$ cat config.mk
export PLATFORM = sky130hd
export DESIGN_NAME = aud_sample_sched
export DESIGN_NICKNAME = d
export VERILOG_FILES = /design/src/rtl/aud_pkg.sv /design/src/rtl/aud_frame_timer.sv /design/src/rtl/aud_sample_sched.sv
export SDC_FILE = /design/constraint.sdc
export NUM_CORES = 1
export LEC_CHECK = 0
export ABC_AREA = 1
export BUFFER_PORTS_ARGS = -buffer_cell sky130_fd_sc_hd__buf_2
export CAP_MARGIN = 5
export CORE_MARGIN = 2
export CORE_UTILIZATION = 30
export CTS_CLUSTER_DIAMETER = 30
export DETAILED_ROUTE_END_ITERATION = 6
export PLACE_DENSITY = 0.55
export SYNTH_ARGS = -nofsm -noshare
export SYNTH_HDL_FRONTEND = slang
export SYNTH_SLANG_ARGS = --single-unit
export TNS_END_PERCENT = 1
$ cat constraint.sdc
create_clock -name iCLK_18_4 -period 2.7 [get_ports iCLK_18_4]
set_input_delay 0.27 -clock iCLK_18_4 [delete_from_list [all_inputs] [get_ports iCLK_18_4]]
set_output_delay 0.27 -clock iCLK_18_4 [all_outputs]
set_load 0.02 [all_outputs]
$ cat src/rtl/aud_pkg.sv
// Shared types and constants for the audio sample scheduler.
package aud_pkg;

    localparam int AUD_FRAME_CYCLES = 256;
    localparam int AUD_DATA_WIDTH   = 16;

    typedef enum logic [1:0] {
        SRC_SIN   = 2'd0,
        SRC_FLASH = 2'd1,
        SRC_SDRAM = 2'd2,
        SRC_SRAM  = 2'd3
    } aud_src_e;

    typedef enum logic [1:0] {
        ST_IDLE  = 2'd0,
        ST_REQ_L = 2'd1,
        ST_REQ_R = 2'd2,
        ST_DONE  = 2'd3
    } sched_state_e;

endpackage

$ cat src/rtl/aud_frame_timer.sv
// Free-running frame counter; oBoundary marks the last cycle of each frame.
module aud_frame_timer #(
    parameter int FRAME_CYCLES = 256,
    parameter int CW           = $clog2(FRAME_CYCLES)
) (
    input  logic          iCLK_18_4,
    input  logic          iRST_N,
    output logic [CW-1:0] oCnt,
    output logic          oBoundary
);

    localparam logic [CW-1:0] LAST = CW'(FRAME_CYCLES - 1);

    logic [CW-1:0] cnt_q, cnt_d;

    always_comb begin
        cnt_d = (cnt_q == LAST) ? '0 : cnt_q + CW'(1);
    end

    always_ff @(posedge iCLK_18_4 or negedge iRST_N) begin
        if (!iRST_N) cnt_q <= '0;
        else         cnt_q <= cnt_d;
    end

    assign oCnt      = cnt_q;
    assign oBoundary = (cnt_q == LAST);

endmodule

$ cat src/rtl/aud_sample_sched.sv
// Per-frame L/R sample fetch and serializer load with underrun repeat.
// Optional underrun counter: define AUD_SCHED_UNDERRUN_CNT_EN.
module aud_sample_sched
    import aud_pkg::*;
#(
    parameter int FRAME_CYCLES = AUD_FRAME_CYCLES,
    parameter int DATA_WIDTH   = AUD_DATA_WIDTH,
    parameter int ADDR_WIDTH   = 22,
    parameter int DEPTH        = 4194304
) (
    input  logic                  iCLK_18_4,
    input  logic                  iRST_N,
    input  logic                  iEnable,
    input  logic [1:0]            iSrc_Select,
    output logic                  oReq,
    output logic [1:0]            oReq_Src,
    output logic [ADDR_WIDTH-1:0] oReq_Addr,
    input  logic                  iAck,
    input  logic [DATA_WIDTH-1:0] iData,
    output logic                  oLoad,
    output logic [DATA_WIDTH-1:0] oLeft,
    output logic [DATA_WIDTH-1:0] oRight,
    output logic                  oUnderrun,
    input  logic                  iClr_Underrun,
    output logic [7:0]            oUnderrun_Cnt
);

    localparam int CW = $clog2(FRAME_CYCLES);
    localparam logic [ADDR_WIDTH-1:0] ADDR_LAST = ADDR_WIDTH'(DEPTH - 2);

    logic [CW-1:0] frame_cnt;
    logic          bnd;
    logic          unused_cnt;

    aud_frame_timer #(.FRAME_CYCLES(FRAME_CYCLES)) u_timer (
        .iCLK_18_4 (iCLK_18_4),
        .iRST_N    (iRST_N),
        .oCnt      (frame_cnt),
        .oBoundary (bnd)
    );

    assign unused_cnt = ^frame_cnt;

    sched_state_e          state_q, state_d;
    aud_src_e              src_q, src_d;
    logic                  req_q, req_d;
    logic [ADDR_WIDTH-1:0] addr_q, addr_d, addr_nxt;
    logic [DATA_WIDTH-1:0] left_q, left_d;
    logic [DATA_WIDTH-1:0] buf_l_q, buf_l_d, buf_r_q, buf_r_d;
    logic [DATA_WIDTH-1:0] out_l_q, out_l_d, out_r_q, out_r_d;
    logic                  load_q, load_d;
    logic                  unf_q, unf_d, set_unf;

    assign addr_nxt = (addr_q == ADDR_LAST) ? '0 : addr_q + ADDR_WIDTH'(2);

    always_comb begin
        state_d = state_q;
        req_d   = req_q;
        addr_d  = addr_q;
        src_d   = src_q;
        left_d  = left_q;
        buf_l_d = buf_l_q;
        buf_r_d = buf_r_q;
        out_l_d = out_l_q;
        out_r_d = out_r_q;
        load_d  = 1'b0;
        set_unf = 1'b0;
        // Request is raised one cycle after entering a REQ state, so it always idles low between words.
        unique case (state_q)
            ST_REQ_L, ST_REQ_R: begin
                if (!req_q) begin
                    req_d = 1'b1;
                end else if (iAck) begin
                    req_d = 1'b0;
                    if (state_q == ST_REQ_L) begin
                        left_d  = iData;
                        state_d = ST_REQ_R;
                    end else begin
                        buf_l_d = left_q;
                        buf_r_d = iData;
                        addr_d  = addr_nxt;
                        state_d = ST_DONE;
                    end
                end
            end
            default: ;
        endcase
        if (bnd) begin
            load_d  = 1'b1;
            req_d   = 1'b0;
            out_l_d = iEnable ? buf_l_d : '0;
            out_r_d = iEnable ? buf_r_d : '0;
            set_unf = (state_d == ST_REQ_L) || (state_d == ST_REQ_R);
            if (iSrc_Select != src_q) begin
                src_d  = aud_src_e'(iSrc_Select);
                addr_d = '0;
            end
            state_d = iEnable ? ST_REQ_L : ST_IDLE;
        end
        unf_d = set_unf | (unf_q & ~iClr_Underrun);
    end

    always_ff @(posedge iCLK_18_4 or negedge iRST_N) begin
        if (!iRST_N) begin
            state_q <= ST_IDLE;
            src_q   <= SRC_SIN;
            req_q   <= 1'b0;
            addr_q  <= '0;
            left_q  <= '0;
            buf_l_q <= '0;
            buf_r_q <= '0;
            out_l_q <= '0;
            out_r_q <= '0;
            load_q  <= 1'b0;
            unf_q   <= 1'b0;
        end else begin
            state_q <= state_d;
            src_q   <= src_d;
            req_q   <= req_d;
            addr_q  <= addr_d;
            left_q  <= left_d;
            buf_l_q <= buf_l_d;
            buf_r_q <= buf_r_d;
            out_l_q <= out_l_d;
            out_r_q <= out_r_d;
            load_q  <= load_d;
            unf_q   <= unf_d;
        end
    end

`ifdef AUD_SCHED_UNDERRUN_CNT_EN
    logic [7:0] ucnt_q, ucnt_d;

    always_comb begin
        ucnt_d = ucnt_q;
        if (set_unf)            ucnt_d = iClr_Underrun ? 8'd1 :
                                         (ucnt_q == 8'hFF) ? ucnt_q : ucnt_q + 8'd1;
        else if (iClr_Underrun) ucnt_d = '0;
    end

    always_ff @(posedge iCLK_18_4 or negedge iRST_N) begin
        if (!iRST_N) ucnt_q <= '0;
        else         ucnt_q <= ucnt_d;
    end

    assign oUnderrun_Cnt = ucnt_q;
`else
    assign oUnderrun_Cnt = '0;
`endif

    assign oReq      = req_q;
    assign oReq_Src  = req_q ? src_q : 2'd0;
    assign oReq_Addr = !req_q ? '0 :
                       (state_q == ST_REQ_R) ? addr_q + ADDR_WIDTH'(1) : addr_q;
    assign oLoad     = load_q;
    assign oLeft     = out_l_q;
    assign oRight    = out_r_q;
    assign oUnderrun = unf_q;

endmodule

# After elaboration in Yosys (flattened, before gate mapping)
# Cells that the tools add are included.
dict set report op_classes {
  bitwise 3
  addsub 3
  n_mux 33
  reduce_logical 5
  n_eq_ne 7
}
# op count
set ops {}
lappend ops {{22-bit two-way mux} 9}
lappend ops {{16-bit two-way mux} 10}
lappend ops {{22-bit by 1-bit adder with 22-bit output, second input constant} 1}
lappend ops {{22-bit by 2-bit adder with 22-bit output, second input constant} 1}
lappend ops {{22-bit == test, second input constant} 1}
lappend ops {{2-bit two-way mux} 5}
lappend ops {{8-bit by 1-bit adder with 8-bit output, second input constant} 1}
lappend ops {{8-bit == test, second input constant} 1}
lappend ops {{1-bit two-way mux} 8}
lappend ops {{8-bit two-way mux} 1}
lappend ops {{2-bit by 1-bit == test with 1-bit output, second input constant} 2}
lappend ops {{2-bit == test, second input constant} 2}
lappend ops {{4-bit AND reduction} 1}
lappend ops {{2-bit inequality test} 1}
lappend ops {{2-bit AND reduction} 1}
lappend ops {{2-bit nonzero test} 1}
lappend ops {{2-bit OR reduction} 1}
lappend ops {{1-bit bitwise AND} 1}
lappend ops {{1-bit logical OR} 1}
lappend ops {{1-bit inverter} 1}
lappend ops {{1-bit bitwise OR} 1}
dict set report totals {
  input_bits 23
  out_inout_bits 67
  reg_bits 117
}

# Depth between registers and ports, before layout
# Gate-level depths: netlist (run 1).
dict set report logic_depth {
  depth_word 9
  mapped_depth 11
  mapped_depth_nobuf 11
}

# Cells and area by module
# A second synthesis (run 1) with hierarchy kept.
dict set report hier_totals {
  hier_cells 651
  hier_area_um2 5639.2
}
# mod area_per_inst_um2 cells_each n_inst
set by_module_without_submodules {}
lappend by_module_without_submodules {aud_sample_sched 5267.6 607 1}
lappend by_module_without_submodules {aud_frame_timer 371.6 44 1}

# Worst setup path before layout (run 1)
# No wires, ideal clock.
dict set report synth_path {
  path_type {register to output}
  start {register state_q[0]}
  end {output oReq_Addr[11]}
  t_arrival_ns 1.764
  slack_ns 0.666
  stages_incl_launch_ff 9
  n_path_buf 0
  path_cell_list {dfrtp_1 -> inv_1 -> ha_1 -> nand2_1 -> nor2_1 -> nand2_1 -> inv_1 -> nand2_1 -> a221oi_1}
}
dict set report synth_between {
  elab_chain_cells 3
}
# element line_no
set synth_rtl {}
lappend synth_rtl {{start: declaration} aud_sample_sched.sv:44} ;# sched_state_e state_q, state_d;
lappend synth_rtl {{start signal: assignment} aud_sample_sched.sv:117} ;# state_q <= state_d;
lappend synth_rtl {{2-bit == test} aud_sample_sched.sv:154} ;# (state_q == ST_REQ_R) ? addr_q + ADDR_WIDTH'(1) : addr_q;
lappend synth_rtl {{22-bit two-way mux} aud_sample_sched.sv:154}
lappend synth_rtl {{22-bit two-way mux} aud_sample_sched.sv:153} ;# assign oReq_Addr = !req_q ? '0 :
lappend synth_rtl {{end: declaration} aud_sample_sched.sv:17} ;# output logic [ADDR_WIDTH-1:0] oReq_Addr,
# Every way passes these cells.

# Worst setup path after layout (run 1)
dict set report layout_path {
  start {register state_q[0]}
  end {output oReq_Addr[16]}
}
# The elaborated chain is that of the path after synthesis.

==> results.cfg, run 1 <==
[run_status]
status = finished, final reports clean

[floorplan]
die_area_um2 = 20100
start_util = 0.305
core-area_um2 = 18600
die_w_um = 142
die_h_um = 142
num_io_pins = 90
std_cell_rows = 50

[pwr]
power_density_nw_per_um2 = 604
p_switching_w = 0.000880
clockPowerShare = 0.566
p_int_w = 0.00334
irDropWorstVdd_uv = 435
p_leak_nw = 3.61
switching_share = 0.208
power_w = 0.00422
p_seq_frac = 0.415
combPwrFrac = 0.019

[worst_setup_path]
critPathRequiredTime_ns = 2.43
end_kind = primary output
slowest_delay_ns = 0.41
worst_path_max_delay_cell = dfrtp_1
worstPathMaxFanout = 6
arrival_ns = 2.14
path_cells = inv_1 -> ha_2 -> nand2_1 -> nor2_4 -> nand2_2 -> nor2_1 -> nand3_1 -> o21ai_0 -> a21oi_1 -> buf_2
critPathKind = reg2out
critPathLaunchType = flop

[finish]
drive_gt1_frac = 0.197
fin_nets = 812
syn2layout_area_growth_pct = 23.1
antenna_cells = 0
finish.instance_area_um2 = 7000

[global_route]
antenna_found_initial = 0
grt_pass1_wl_mm = 23.4
track_usage = 0.149
grt_max_degree = 49
grt_remaining_overflow = 0
grt_pass1_vias = 4520

[clock_network]
cts_root_buf = clkbuf_16
clkTransAtPathRegs_ns = 0.05
cts_buffers = 17
cts_tree = built
clock-sinks = 117
cts-htree-levels = 4
post_cts_buffers = 0
cts_buffer_depth = 2
clk_latency_ns = 0.42

[timing]
tightest_slew_ns = 0.697
timing.fmax_ghz = 0.414
fin_crit_sh = 0.894
setup_tns_ns = 0
maxSlewViolCount = 0
finalHoldViolCount = 0
fin_skew_ns = 0.0162
rsz0062_at_grt = false
finalSetupViolations = 0
maxSlewHeadroom = 0.534
period_needed_ns = 2.41

[yosys]
syn-instance-count = 692
ys_warn_count = 0
netlist.area_leader.share = 0.515
synth_area_leaders = dfrtp_1, nand2_1, inv_1
synth-seq-cells = 117
yosys.cell_types.count = 39
yosysSeqAreaShare = 0.515
synthTopCellsByCount = nand2_1, dfrtp_1, inv_1, nor2_1, o21ai_0
yosys.area.top_type = dfrtp_1
netlist_area_um2 = 5690
synth-edff-count = 0
synth-main-ff-cell = dfrtp_1
synth.avg_cell_area_um2 = 8.22
async_flop_share = 1.00
yosysMostFrequentCell = nand2_1

[place]
post-dp-hpwl_mm = 9.49
port_buffers = 81
gp_congestion = 0.833
place_area_um2 = 6340

[routing]
vias = 4561
vias_per_cell = 4.43
routed_wl_mm = 13.8
drc = 0
ant_nets = 0
routedWlPerCell_um = 13.4
drt_iter0_drc = 194
dr.pass1.iters = 4

[worst_hold_path]
min_path_type = in2reg

[run]
drv_cap = 0
==> area by class of cell <==
cell class	instances	area (um2)
flip-flops and latches	117	2930
multi-input cells	453	2260
well taps	234	293
repair buffers	92	505
inverters	101	380
clock inverters	12	179
fillers	1941	11600
clock buffers	20	447
==> metrics by stage <==
stage | worst slack (ns) | hold WS (ns) | utilization | std cells
2_1_floorplan | 0.666 | -0.0256 | - | 699
3_3_place_gp | 0.512 | 0.288 | 0.340 | 996
3_5_place_dp | 0.462 | 0.291 | 0.340 | 996
4_1_cts | 0.0145 | 0.0316 | 0.374 | 1029
5_1_grt | 0.0443 | 0.0557 | 0.375 | 1029
6_report | 0.287 | 0.0531 | 0.375 | 1029
==> cells in the final DEF (no fill, tap or decap), types with 2 or more instances in the layout <==
cell	netlist	final
nand2_1	171	170
dfrtp_1	117	117
inv_1	95	95
buf_2	7	80
nor2_1	55	53
o21ai_0	53	53
a21oi_1	21	21
nand3_1	17	17
nor3_1	18	17
and2_1	17	17
o21a_1	17	17
o21ai_1	17	17
clkbuf_16	0	17
nor2_2	9	10
buf_4	10	10
xor2_1	9	9
nand2_2	7	8
conb_1	1	8
nand4_1	6	6
ha_1	7	6
inv_2	5	5
bufinv_16	0	4
xnor2_1	3	3
nor2_4	2	3
clkinv_2	1	3
clkinvlp_4	0	3
clkinv_4	0	3
nand3_2	2	2
nor3_2	1	2
a31oi_1	2	2
clkbuf_1	10	2
==> path summary, 6_finish.rpt <==
kind                                      startpoint                         to  slack (ns)  cells past startpoint
max reg2reg                u_timer.oCnt[0]$_DFF_PN0_        addr_q[8]$_DFF_PN0_        0.70                     10
min in group asynchronous                     iRST_N       addr_q[15]$_DFF_PN0_        0.39                      2
min reg2reg                u_timer.oCnt[0]$_DFF_PN0_  u_timer.oCnt[0]$_DFF_PN0_        0.46                      1
max in group asynchronous                     iRST_N      oRight[7]$_DFFE_PN0P_        1.58                      3
min                                    iClr_Underrun        oUnderrun$_DFF_PN0_        0.05                      2
max                             state_q[0]$_DFF_PN0_              oReq_Addr[16]        0.29                     10
==> flip-flops by register name (all words and copies together), names as in the netlist <==
register and flops:
left_q 16, u_timer.oCnt 8, src_q 2, buf_l_q 16, addr_q 22, oUnderrun 1
oLoad 1, state_q 2, buf_r_q 16, oLeft 16, oRight 16, oReq 1
==> cells by family after synthesis <==
group | Yosys count | share of synthesized area
xor+xnor | 12 | 0.0185
simple gates | 311 | 0.244
fa+ha+maj | 7 | 0.0154
buf+inv | 129 | 0.0948
flops | 117 | 0.515
other cells | 1 | 0.000660
compound gates | 115 | 0.111
==> metal layers <==
layer / GRT usage / up-vias / share of wire
met5: 0 / - / 0
met4: 0.0521 / 0 / 0.0098
met3: 0.0364 / 10 / 0.040
met2: 0.239 / 98 / 0.47
met1: 0.196 / 2109 / 0.48
li1: - / 2344 / -
==> power groups by stage <==
stage,Clock [W],Sequential (W),Combinational (W)
floorplan,0,0.00179,0.0000264
global placement,0,0.00179,0.0000818
detailed placement,0,0.00179,0.0000819
CTS,0.00244,0.00175,0.0000828
global route,0.00253,0.00175,0.0000928
finish,0.00239,0.00175,0.0000789
==> worst max-delay path, delay by kind of cell, from the launching register on <==
family	cells	cell delay [ns]
buffers and inverters	2	0.25
adder cells (fa/ha/maj)	1	0.23
AO/OA/AOI/OAI	2	0.21
AND/OR/NAND/NOR	5	0.65
flip-flops	1	0.41
==> timing repair <==
action / CTS / global route
hold buffers: 1 / 0
endpoints found under the hold margin: 34 / 0
resized for setup: 0 / 6
endpoints found under the setup margin: 0 / 11
Power figures use the tool's default switching activity.
==> run 2, diff against run 1 <==
--- a/config.mk
+++ b/config.mk
@@ -12,7 +12,7 @@
 export CORE_UTILIZATION = 30
 export CTS_CLUSTER_DIAMETER = 30
 export DETAILED_ROUTE_END_ITERATION = 6
-export PLACE_DENSITY = 0.55
+export PLACE_DENSITY = 0.57
 export SYNTH_ARGS = -nofsm -noshare
 export SYNTH_HDL_FRONTEND = slang
 export SYNTH_SLANG_ARGS = --single-unit
==> run 2 against run 1 <==
  * Wire length decreased by 1.8%
  * Sequential share of layout area up 0.33 points
  * Setup slack got worse by 0.011 ns
  * Register-to-register slack got worse by 0.04 ns
  * Via count is 0.61% higher
  * Combinational power shrank 0.5%
  * Count of clock-buffer cells in the layout decreased by 2
  * Final area fell by 0.79%
  * Final cell count barely moved
  * Largest power group unchanged
==> results.cfg, run 2 (synthesis results as in run 1) <==
[worst_setup_path]
cpLargestDelayFamily = simple AND/OR/NAND/NOR gates
critPathRequiredTime_ns = 2.43
worstPathMaxFanout = 6
end_kind = primary output
critPathLaunchType = flop
slowest_delay_ns = 0.41
crit_buf_inv = 2
worst_path_max_delay_cell = dfrtp_1
critPathKind = reg2out
path_cells = inv_1 -> ha_2 -> nand2_1 -> nor2_4 -> nand2_2 -> nor2_1 -> nand2_1 -> o21ai_0 -> nor2_1 -> buf_2
arrival_ns = 2.15

[place]
port_buffers = 81
gp_congestion = 0.843
post-dp-hpwl_mm = 9.50

[timing]
timing.fmax_ghz = 0.413
tightest_slew_ns = 0.674
rsz0062_at_grt = false
finalHoldViolCount = 0
maxSlewViolCount = 0
setup_tns_ns = 0
period_needed_ns = 2.42
finalSetupViolations = 0
maxSlewHeadroom = 0.549
fin_crit_sh = 0.898
fin_skew_ns = 0.0120

[run]
drv_cap = 0

[pwr]
p_int_w = 0.00309
switching_share = 0.232
clockPowerShare = 0.544
power_density_nw_per_um2 = 579
combPwrFrac = 0.020
p_switching_w = 0.000931
p_seq_frac = 0.436
p_leak_nw = 3.59
irDropWorstVdd_uv = 392

[routing]
routedWlPerCell_um = 13.2
route.met3.wl_um = 610
vias_per_cell = 4.46
ant_nets = 0
routed_wl_mm = 13.5
drc = 0
vias = 4589
wl_met2_mm = 6.17
m1WireLength_mm = 6.58
top_layer = met4
drt_iter0_drc = 210
dr.pass1.iters = 4

[global_route]
track_usage = 0.143
grt_max_degree = 57
grt_pass1_wl_mm = 22.4
grt_pass1_vias = 4278
grt_remaining_overflow = 0
antenna_found_initial = 0

[finish]
nFillCells = 1968
final_common_cell = nand2_1
top_register = addr_q
most-common-layout-cells = nand2_1, dfrtp_1, inv_1
fin_nets = 811
final_core_util = 0.372
largest_reg_flops = 22
drive_gt1_frac = 0.198
antenna_cells = 0
syn2layout_area_growth_pct = 22.1

[floorplan]
core-area_um2 = 18600
std_cell_rows = 50
die_h_um = 142
start_util = 0.305
die_w_um = 142
num_io_pins = 90
die_area_um2 = 20100

[clock_network]
cts_tree = built
clkTransAtPathRegs_ns = 0.06
cts_buffer_depth = 2
clk_latency_ns = 0.41
cts_buffers = 17
cts-htree-levels = 4
clock-sinks = 117
cts_root_buf = clkbuf_16

[worst_hold_path]
min_path_type = in2reg

[run_status]
status = finished, final reports clean
## run 2: changes by cell type in the layout (fill, tap and decap cells not counted), sizes merged
cell / delta
buf: -1
bufinv: -3
clkbuf: -2
clkinv: -3
inv: +8
## run 2: worst paths after layout
check | startpoint | to | slack (ns) | cells after the start
setup / recovery | state_q[0]$_DFF_PN0_ | oReq_Addr[17] | 0.28 | 10
hold / removal | iClr_Underrun | oUnderrun$_DFF_PN0_ | 0.05 | 2
setup reg to reg | u_timer.oCnt[0]$_DFF_PN0_ | addr_q[8]$_DFF_PN0_ | 0.66 | 10
hold reg to reg | u_timer.oCnt[0]$_DFF_PN0_ | u_timer.oCnt[0]$_DFF_PN0_ | 0.46 | 1
max in group asynchronous | iRST_N | buf_l_q[5]$_DFF_PN0_ | 1.71 | 3
min in group asynchronous | iRST_N | addr_q[5]$_DFF_PN0_ | 0.35 | 2
## run 2: cell type report
type	count	area, um2	area share
clock buffers	18	439	0.0633
clock inverters	14	139	0.0200
inverters	101	380	0.0548
multi-input cells	453	2260	0.326
flip-flops and latches	117	2930	0.422
well taps	234	293	0.0422
repair buffers	91	498	0.0717
## run 2: worst reg2reg max path: cells and delay by family, from the launching register on
family                   cells  cell delay, ns
AND/OR/NAND/NOR              6            0.99
flip-flops                   1            0.36
buffers and inverters        2            0.28
adder cells (fa/ha/maj)      1            0.22
AO/OA/AOI/OAI                1            0.10
## run 2: power by group through the flow
| stage | combinational (W) | sequential [W] | clock, W |
|---|---|---|---|
| 2_1_floorplan | 0.0000264 | 0.00179 | 0 |
| 3_3_place_gp | 0.0000808 | 0.00179 | 0 |
| 3_5_place_dp | 0.0000812 | 0.00179 | 0 |
| 4_1_cts | 0.0000822 | 0.00175 | 0.00225 |
| 5_1_grt | 0.0000920 | 0.00175 | 0.00233 |
| 6_report | 0.0000785 | 0.00175 | 0.00219 |
## run 2: metrics by stage
stage / setup slack [ns] / total power, W / hold slack [ns] / std cells / area [um2]
after floorplan: 0.666 / 0.00181 / -0.0256 / 699 / 5710
after global placement: 0.457 / 0.00187 / 0.237 / 995 / 6330
after detailed placement: 0.461 / 0.00187 / 0.244 / 995 / 6330
after CTS: 0.00689 / 0.00409 / 0.0301 / 1028 / 6920
after global routing: 0.0309 / 0.00418 / 0.0361 / 1028 / 6940
final: 0.276 / 0.00402 / 0.0525 / 1028 / 6940
## run 2: per-layer routing
metal / GRT usage / up-vias
met5: 0 / -
met4: 0.0516 / 0
met3: 0.0368 / 17
met2: 0.222 / 119
met1: 0.195 / 2111
li1: - / 2342
## run 2: repair_timing
item | 4_1_cts | 5_1_grt
setup buffers | 0 | 0
endpoints found under the setup margin | 0 | 13
hold endpoints to repair | 27 | 0
gates resized for setup | 0 | 6
hold buffers | 1 | 0
